===== src/rtl/demux1t16_32_buf.sv =====
// 1-to-16 word distributor: loads one of 16 single-entry channel buffers (or all of
// them in broadcast mode) and holds each word with a valid flag until acknowledged.
module demux1t16_32_buf #(
    parameter int WIDTH = 32,
    parameter int N_CH  = 16
) (
    input  logic                    clk,
    input  logic                    rst_n,
    input  logic [3:0]              s,
    input  logic                    bcast,
    input  logic [WIDTH-1:0]        in_data,
    input  logic                    in_valid,
    output logic                    in_ready,
    output logic [N_CH*WIDTH-1:0]   out_data,
    output logic [N_CH-1:0]         out_valid,
    input  logic [N_CH-1:0]         out_ack,
    output logic [4:0]              full_cnt
);

    logic [N_CH*WIDTH-1:0] data_q,  data_d;
    logic [N_CH-1:0]       valid_q, valid_d;
    logic [4:0]            cnt_q,   cnt_d;
    logic [N_CH-1:0]       free_s;
    logic [N_CH-1:0]       wr_en_s;

    function automatic logic [4:0] popcount16(input logic [N_CH-1:0] v);
        logic [4:0] acc;
        acc = 5'd0;
        for (int i = 0; i < N_CH; i++) begin
            acc = acc + {4'd0, v[i]};
        end
        return acc;
    endfunction

    // A channel can take a word if it is empty or being drained this same cycle.
    always_comb begin
        free_s = ~valid_q | out_ack;
        if (bcast) begin
            in_ready = &free_s;
        end else begin
            in_ready = free_s[s];
        end
    end

    // Decode which channels load in_data on this edge.
    always_comb begin
        wr_en_s = {N_CH{1'b0}};
        if (in_valid && in_ready) begin
            if (bcast) begin
                wr_en_s = {N_CH{1'b1}};
            end else begin
                wr_en_s = N_CH'(1) << s;
            end
        end else begin
            wr_en_s = {N_CH{1'b0}};
        end
    end

    // Next-state data/valid: a write overrides a same-cycle ack, keeping the channel full.
    always_comb begin
        data_d  = data_q;
        valid_d = (valid_q & ~out_ack) | wr_en_s;
        for (int k = 0; k < N_CH; k++) begin
            if (wr_en_s[k]) begin
                data_d[k*WIDTH +: WIDTH] = in_data;
            end else begin
                data_d[k*WIDTH +: WIDTH] = data_q[k*WIDTH +: WIDTH];
            end
        end
        cnt_d = popcount16(valid_d);
    end

    // Channel state registers with asynchronous clear.
    always_ff @(posedge clk or negedge rst_n) begin
        if (!rst_n) begin
            data_q  <= {(N_CH*WIDTH){1'b0}};
            valid_q <= {N_CH{1'b0}};
            cnt_q   <= 5'd0;
        end else begin
            data_q  <= data_d;
            valid_q <= valid_d;
            cnt_q   <= cnt_d;
        end
    end

    assign out_data  = data_q;
    assign out_valid = valid_q;
    assign full_cnt  = cnt_q;

endmodule


===== config.mk =====
export PLATFORM = sky130hd
export DESIGN_NAME = demux1t16_32_buf
export DESIGN_NICKNAME = d
export VERILOG_FILES = /design/src/rtl/demux1t16_32_buf.sv
export SDC_FILE = /design/constraint.sdc
export NUM_CORES = 1
export LEC_CHECK = 0
export ABC_AREA = 0
export BUFFER_PORTS_ARGS = -buffer_cell sky130_fd_sc_hd__buf_2
export CORE_AREA = 2 2 227 229
export CTS_BUF_LIST = sky130_fd_sc_hd__clkbuf_4
export DETAILED_ROUTE_END_ITERATION = 8
export DIE_AREA = 0 0 229 231
export GPL_ROUTABILITY_DRIVEN = 1
export PLACE_DENSITY = 0.68
export SYNTH_ARGS = -nofsm -noshare
export SYNTH_HDL_FRONTEND = slang
export SYNTH_SLANG_ARGS = --single-unit

===== constraint.sdc =====
create_clock -name clk -period 13 [get_ports clk]
set_clock_uncertainty 0.15 [all_clocks]
set_input_delay 2.6 -clock clk [delete_from_list [all_inputs] [get_ports clk]]
set_output_delay 2.6 -clock clk [all_outputs]
set_load 0.05 [all_outputs]

==> results of run 1 <==
-- cell usage in the layout (no fill, tap or decap), types with 4 or more instances in the layout --
cell type	n
sky130_fd_sc_hd__dfrtp_1	533
sky130_fd_sc_hd__a21o_1	18
sky130_fd_sc_hd__nor2b_1	11
sky130_fd_sc_hd__clkinv_2	6
sky130_fd_sc_hd__inv_6	4
sky130_fd_sc_hd__fa_1	10
sky130_fd_sc_hd__a21oi_4	16
sky130_fd_sc_hd__mux2_2	253
sky130_fd_sc_hd__nand2b_1	7
sky130_fd_sc_hd__nor2_1	11
sky130_fd_sc_hd__ha_1	5
sky130_fd_sc_hd__clkinvlp_4	6
sky130_fd_sc_hd__clkinv_1	26
sky130_fd_sc_hd__mux2_4	259
sky130_fd_sc_hd__or2_2	6
sky130_fd_sc_hd__nand2_1	10
sky130_fd_sc_hd__buf_2	588
sky130_fd_sc_hd__buf_4	22
sky130_fd_sc_hd__o21ai_0	8
sky130_fd_sc_hd__inv_1	23
sky130_fd_sc_hd__a21oi_1	7
sky130_fd_sc_hd__clkbuf_4	204
sky130_fd_sc_hd__and3_1	6
sky130_fd_sc_hd__diode_2	5
-- metal layers --
layer | vias to the layer above | part of all wire (%)
li1 | 5970 | -
met1 | 7424 | 41
met2 | 547 | 49
met3 | 115 | 6.7
met4 | 2 | 3.0
met5 | - | 0.017
-- critical path, stage by stage --
cell and delay [ns]:
sky130_fd_sc_hd__buf_2 0.20, sky130_fd_sc_hd__inv_2 0.14, sky130_fd_sc_hd__mux4_2 0.53, sky130_fd_sc_hd__nor2b_1 0.18, sky130_fd_sc_hd__o32ai_4 0.25, sky130_fd_sc_hd__buf_4 0.45, sky130_fd_sc_hd__nand2_1 0.13, sky130_fd_sc_hd__buf_2 0.24
-- worst paths after layout --
path / start / end
worst min register to register: out_data[469]$_DFFE_PN0P_ / out_data[469]$_DFFE_PN0P_
min in group asynchronous: rst_n / out_data[430]$_DFFE_PN0P_
worst max register to register: out_valid[0]$_DFF_PN0_ / full_cnt[2]$_DFF_PN0_
worst max-delay path: s[0] / in_ready
worst min-delay path: out_data[469]$_DFFE_PN0P_ / out_data[469]$_DFFE_PN0P_
max in group asynchronous: rst_n / full_cnt[2]$_DFF_PN0_
-- sequential cells by signal, indices dropped and copies added, names as in the netlist --
signal / cells
out_valid: 16
full_cnt: 5
out_data: 512
-- synthesized netlist by cell type, drive strengths merged, types with 8 or more instances --
cell / number / area share (%)
nor2b: 11 / 0.31
a21o: 18 / 0.62
inv: 24 / 0.41
dfrtp: 533 / 61
a21oi: 23 / 1.1
nand2: 10 / 0.17
o21ai: 8 / 0.18
clkbuf: 38 / 0.65
mux2: 512 / 31
buf: 53 / 2.1
nor2: 11 / 0.19
fa: 10 / 0.91
-- report_power, final --
group          internal, mW  leakage (nW)  total (mW)  switching (mW)
Combinational         0.947          5.97        3.43            2.48
Sequential             2.17          6.32        2.44           0.273
Clock                 0.788          1.07        1.51           0.718
-- layout make-up --
class / instances / area share [%]
sequential: 533 / 48.9
multi-input combinational: 654 / 29.4
timing repair buffer: 612 / 11.5
clock buffer: 204 / 5.61
tap: 680 / 3.12
clock inverter: 47 / 1.12
inverter: 24 / 0.330
antenna: 5 / 0.0459
-- through the flow --
| step | instances | setup slack (ns) | total power, mW | hold slack (ns) |
|---|---|---|---|---|
| final | 2759 | 5.51 | 7.38 | 0.350 |
| after floorplan | 1302 | 5.46 | 5.03 | 0.681 |
| after detailed placement | 2503 | 4.71 | 5.90 | 0.337 |
| after global placement | 2503 | 4.81 | 5.85 | 0.334 |
| after CTS | 2754 | 5.55 | 7.44 | 0.352 |
| after global routing | 2758 | 5.46 | 7.70 | 0.360 |
-- cell families (layout without fill, tap and decap cells) --
group | count (synthesis) | in the layout | share of synthesized area, %
mux | 514 | 514 | 30.8
simple gates | 63 | 63 | 1.66
other cells | 0 | 5 | 0
xor+xnor | 2 | 2 | 0.0798
buf+inv | 115 | 887 | 3.13
flops | 533 | 533 | 60.8
fa+ha+maj | 15 | 15 | 1.20
compound gates | 60 | 60 | 2.33
==> run summary, run 1 <==
RUN STATUS
--------------------------------------------------------------------------------------
Status                                                                       completed

SETUP PATH
--------------------------------------------------------------------------------------
Crit path arrival time                                                         4.74 ns
WP data required                                                              10.25 ns
Critical Path Source Type                                                   input port
R2R setup slack                                                                7.05 ns
Endpoint kind of the worst setup timing path                                output pin
Highest fanout seen on the critical path                                            17
Critical Setup Path Class                                                 input port to output pin
Count of cells along the worst register-to-register path                            18

SYNTH
--------------------------------------------------------------------------------------
Main flop type after synthesis                                            sky130_fd_sc_hd__dfrtp_1
Post-synthesis instance total                                                     1302
Number of different library cells in the post-synthesis netlist                     45
Synthesized net count                                                             1373
Avg Synthesized Cell Area                                                    16.9 um^2
Post-synth EDFFs                                                                     0
Seq cells post-synth                                                               533
Async set-reset flop share out of synthesis                                       100%
Share of the yosys chip area belonging to registers                              60.8%
Count of warnings emitted by yosys                                                   0
Post-Synthesis Cell Area                                                    21900 um^2

FINAL LAYOUT
--------------------------------------------------------------------------------------
Register cell area after layout                                             13300 um^2
Final core utilization                                                           53.8%
Total of fill cells in the finished design                                        4349
Post-synthesis to final-layout area growth                                       24.3%
Layout net count                                                                  2043
Area of the multi-input gates                                                8010 um^2
Final non-filler cell area                                                  27300 um^2
Fraction of final layout cells with drive strength greater than 1                66.5%

CLOCKING
--------------------------------------------------------------------------------------
Maximum level of the CTS H-tree                                                      4
CTS Hold Bufs                                                                        0
Clock-pin slew on the worst setup and hold paths                               0.05 ns
Setup bufs post-CTS                                                                  0
Post-cts gate resize count                                                           0
Worst-case clock buffer depth                                                        3
Clock tree from TritonCTS                                                        built
Source-to-sink clock delay at the later pin of the worst-skew pair             0.95 ns
Clk root buf                                                              sky130_fd_sc_hd__clkbuf_4
Clk sink count                                                                     533
Clock buffer count from CTS                                                        147

GLOBAL ROUTING
--------------------------------------------------------------------------------------
Antenna violations before repair                                                     6
Via count of the first global-routing pass                                       14757
Tot GR Track Use                                                                 24.5%
Most crowded layer after global routing                                           met2
Global-route congestion overflow total                                               0
GR Util met1                                                                     30.6%
Wire length of the first global-routing pass                                  96400 um
M3 GR Usage                                                                      7.53%
M2 GR Usage                                                                      39.3%
Largest net degree at the start of global routing                                  167

PLACEMENT
--------------------------------------------------------------------------------------
Placed inst area                                                            25400 um^2
Detailed-placement wirelength estimate                                        43000 um
Weighted congestion reported at the end of routability-driven placement          0.832
PortBufs                                                                           589

TIMING
--------------------------------------------------------------------------------------
Actual slew at the worst max-slew pin                                          1.06 ns
Min cycle time layout                                                          7.49 ns
Worst slew slack as a fraction of its limit                                      29.1%
Total of endpoints with negative setup slack in the final report                     0
Number of endpoints with negative hold slack in the final report                     0
Upper clock frequency limit                                                    134 MHz
Aggregate negative setup slack                                                    0 ns
Count of pins over their slew limit                                                  0
Setup repair after global routing missed its margin                              false
Final period util                                                                57.6%

RUN
--------------------------------------------------------------------------------------
Maximum Capacitance Violations                                                       0

HOLD PATH
--------------------------------------------------------------------------------------
Class of the worst hold path                                              flip-flop to flip-flop
Min-Delay Path Depth                                                                 1

DIE
--------------------------------------------------------------------------------------
Horiz. Die Dim                                                                  229 um
Core Rows                                                                           83
Floorplan die height                                                            231 um
Initial core utilization                                                         43.3%
Count of pins on the block boundary                                                590
Die area                                                                    52900 um^2
Std-Cell Core Area                                                          50700 um^2

POWER AND IR DROP
--------------------------------------------------------------------------------------
Standby leakage power                                                          13.4 nW
Power Dens Cells                                                           270 nW/um^2
Worst vdd rail ir drop                                                          150 uV

ROUTING
--------------------------------------------------------------------------------------
Detailed-route via count                                                         14058
Number of routed nets with antenna violations                                        0
Number of detailed-routing iterations run before antenna repair                      4
Detailed router's first-iteration violation count                                  712
DRC Markers                                                                          0
Final wirelength                                                              65000 um
Routed wire length per instance                                                23.6 um
Post-detailed-route via-to-cell ratio                                             5.10

(Power assumes the default switching activity.)
==> inputs of run 2 (changes only) <==
--- a/config.mk
+++ b/config.mk
@@ -7,10 +7,10 @@
 export LEC_CHECK = 0
 export ABC_AREA = 0
 export BUFFER_PORTS_ARGS = -buffer_cell sky130_fd_sc_hd__buf_2
-export CORE_AREA = 2 2 227 229
+export CORE_AREA = 2 2 228 230
 export CTS_BUF_LIST = sky130_fd_sc_hd__clkbuf_4
 export DETAILED_ROUTE_END_ITERATION = 8
-export DIE_AREA = 0 0 229 231
+export DIE_AREA = 0 0 230 232
 export GPL_ROUTABILITY_DRIVEN = 1
 export PLACE_DENSITY = 0.68
 export SYNTH_ARGS = -nofsm -noshare
==> constraint.sdc (replaced) <==
create_clock -name clk -period 7.2 [get_ports clk]
set_clock_uncertainty 0.15 [all_clocks]
set_input_delay 1.44 -clock clk [delete_from_list [all_inputs] [get_ports clk]]
set_output_delay 1.44 -clock clk [all_outputs]
set_load 0.05 [all_outputs]
==> run 2 against run 1 <==
Critical endpoint is now full_cnt[4]$_DFF_PN0_. Critical path depth rose by 10. Critical path type is now input port to flip-flop. Count of clock-buffer cells in the layout down 5. Register-to-register slack worse by 5.5 ns. Wire length fell by 0.21%.
==> run summary, run 2 (synthesis results as in run 1) <==
RUN STATUS
--------------------------------------------------------------------------------------
Status                                                                       completed

FINAL LAYOUT
--------------------------------------------------------------------------------------
Commonest non-fill, non-tap cell in the layout                            sky130_fd_sc_hd__buf_2
Most frequent cells in the layout                                         sky130_fd_sc_hd__buf_2 (588), sky130_fd_sc_hd__dfrtp_1 (533), sky130_fd_sc_hd__mux2_4 (259), sky130_fd_sc_hd__mux2_2 (253), sky130_fd_sc_hd__clkbuf_4 (199)
Layout net count                                                                  2038   -0.24%
Final core utilization                                                           53.3%   -0.55 points
Post-synthesis to final-layout area growth                                       23.5%
Non-filler instance count after layout                                            2747   -0.43%
Final non-filler cell area                                                  27100 um^2   -0.61%
Flip-flop count of the largest register after layout                               512   unchanged
Fraction of final layout cells with drive strength greater than 1                66.3%   -0.18 points

CLOCKING
--------------------------------------------------------------------------------------
Setup bufs post-CTS                                                                  0   unchanged
Clock tree from TritonCTS                                                        built
Clk sink count                                                                     533   unchanged
Clock-pin slew on the worst setup and hold paths                               0.07 ns   +0.02 ns
Clk root buf                                                              sky130_fd_sc_hd__clkbuf_4
CTS Hold Bufs                                                                        0   unchanged
Clock buffer count from CTS                                                        144   -2.0%
Source-to-sink clock delay at the later pin of the worst-skew pair             0.95 ns   about the same
Post-cts gate resize count                                                           0   unchanged
Maximum level of the CTS H-tree                                                      4   unchanged
Worst-case clock buffer depth                                                        3   unchanged

GLOBAL ROUTING
--------------------------------------------------------------------------------------
Tot GR Track Use                                                                 24.3%   -0.20 points
Largest net degree at the start of global routing                                  180   +7.8%
Via count of the first global-routing pass                                       14737   -0.14%
Antenna violations before repair                                                     4   -2
Global-route congestion overflow total                                               0   unchanged
Wire length of the first global-routing pass                                  95400 um   -1.0%

TIMING
--------------------------------------------------------------------------------------
Total of endpoints with negative setup slack in the final report                     0   unchanged
Min cycle time layout                                                          5.90 ns
Count of pins over their slew limit                                                  0   unchanged
Upper clock frequency limit                                                    170 MHz
Final hold slack                                                              0.348 ns   -0.00216 ns
Actual slew at the worst max-slew pin                                          1.08 ns   +0.0205 ns
Smallest setup slack after layout                                              1.30 ns   -4.21 ns
Number of endpoints with negative hold slack in the final report                     0   unchanged
Worst slew slack as a fraction of its limit                                      27.7%   -1.4 points
Setup repair after global routing missed its margin                              false
Final period util                                                                81.9%
Aggregate negative setup slack                                                    0 ns   unchanged

SETUP PATH
--------------------------------------------------------------------------------------
Highest fanout seen on the critical path                                            16   -1
Critical Path Source Type                                                   input port
WP data required                                                               7.91 ns   -2.34 ns
Endpoint kind of the worst setup timing path                                 flip-flop
Critical Setup Path Class                                                 input port to flip-flop
Crit path arrival time                                                         6.61 ns   +1.87 ns

PLACEMENT
--------------------------------------------------------------------------------------
Post-place setup slack                                                        0.385 ns   -4.33 ns
PortBufs                                                                           589   unchanged
Detailed-placement wirelength estimate                                        43100 um   +0.27%
Weighted congestion reported at the end of routability-driven placement          0.887   +6.5%
Cell count after placement                                                        2501   -0.080%
Placed inst area                                                            25400 um^2   about the same

POWER AND IR DROP
--------------------------------------------------------------------------------------
Power Dens Cells                                                           484 nW/um^2   +79%
Total power draw                                                               13.1 mW   +78%
Worst vdd rail ir drop                                                          296 uV   +97%
Standby leakage power                                                          13.3 nW   -0.55%

ROUTING
--------------------------------------------------------------------------------------
Final wirelength                                                              64900 um   -0.21%
Number of detailed-routing iterations run before antenna repair                      4   unchanged
Routed wire length per instance                                                23.6 um   +0.22%
Detailed-route via count                                                         13951   -0.76%
Number of routed nets with antenna violations                                        0   unchanged
Detailed router's first-iteration violation count                                  704   -1.1%
DRC Markers                                                                          0   unchanged
Post-detailed-route via-to-cell ratio                                             5.08   -0.33%

DIE
--------------------------------------------------------------------------------------
Std-Cell Core Area                                                          50900 um^2   +0.41%
Initial core utilization                                                         43.1%   -0.18 points
Count of pins on the block boundary                                                590   unchanged
Core Rows                                                                           83   unchanged
Horiz. Die Dim                                                                  230 um   +0.44%
Floorplan die height                                                            232 um   +0.43%
Die area                                                                    53400 um^2   +0.87%

HOLD PATH
--------------------------------------------------------------------------------------
Class of the worst hold path                                              flip-flop to flip-flop

RUN
--------------------------------------------------------------------------------------
Maximum Capacitance Violations                                                       0   unchanged

-- run 2: metal layers --
layer  up-vias  part of all wire [%]  track usage (%)
met1      7305                    41             30.4
met4         0                   3.4             11.0
met3       126                   7.0             7.47
met5         -                     0                0
li1       5962                     -                -
met2       558                    48             38.7
-- run 2: power breakdown --
part / internal, mW / switching [mW] / leakage, nW / total (mW)
Clock: 1.27 / 1.25 / 1.00 / 2.52
Sequential: 3.91 / 0.493 / 6.32 / 4.40
Combinational: 1.71 / 4.49 / 5.96 / 6.20
Total: 6.89 / 6.23 / 13.3 / 13.1
-- run 2: final timing paths --
kind	start	slack (ns)	to	depth (start not counted)
min in group asynchronous	rst_n	0.44	out_data[116]$_DFFE_PN0P_	1
hold reg to reg	out_data[258]$_DFFE_PN0P_	0.35	out_data[258]$_DFFE_PN0P_	1
setup reg to reg	out_valid[0]$_DFF_PN0_	1.52	full_cnt[4]$_DFF_PN0_	17
setup / recovery	s[0]	1.30	full_cnt[4]$_DFF_PN0_	18
max in group asynchronous	rst_n	4.87	out_data[154]$_DFFE_PN0P_	2
hold / removal	out_data[258]$_DFFE_PN0P_	0.35	out_data[258]$_DFFE_PN0P_	1
-- run 2: final cells by class --
| type | count | area, um^2 |
|---|---|---|
| Multi-Input combinational cell | 654 | 8010 |
| Clock buffer | 199 | 1490 |
| Inverter | 24 | 90.1 |
| Fill cell | 4360 | 23800 |
| Timing Repair Buffer | 610 | 3140 |
| Clock inverter | 40 | 173 |
| Sequential cell | 533 | 13300 |
| Antenna cell | 7 | 17.5 |
| Tap cell | 680 | 851 |
-- run 2: critical path: stages --
cell,delay (ns)
sky130_fd_sc_hd__buf_2,0.19
sky130_fd_sc_hd__inv_2,0.12
sky130_fd_sc_hd__mux4_2,0.48
sky130_fd_sc_hd__nor2b_1,0.16
sky130_fd_sc_hd__o32ai_4,0.74
sky130_fd_sc_hd__buf_4,0.41
sky130_fd_sc_hd__a21oi_4,0.08
sky130_fd_sc_hd__nor2_1,0.16
sky130_fd_sc_hd__fa_1,0.45
sky130_fd_sc_hd__fa_1,0.48
sky130_fd_sc_hd__fa_1,0.52
sky130_fd_sc_hd__fa_1,0.42
sky130_fd_sc_hd__inv_1,0.07
sky130_fd_sc_hd__ha_1,0.16
sky130_fd_sc_hd__inv_1,0.06
sky130_fd_sc_hd__fa_1,0.40
sky130_fd_sc_hd__nor2b_1,0.13
sky130_fd_sc_hd__o21a_1,0.11
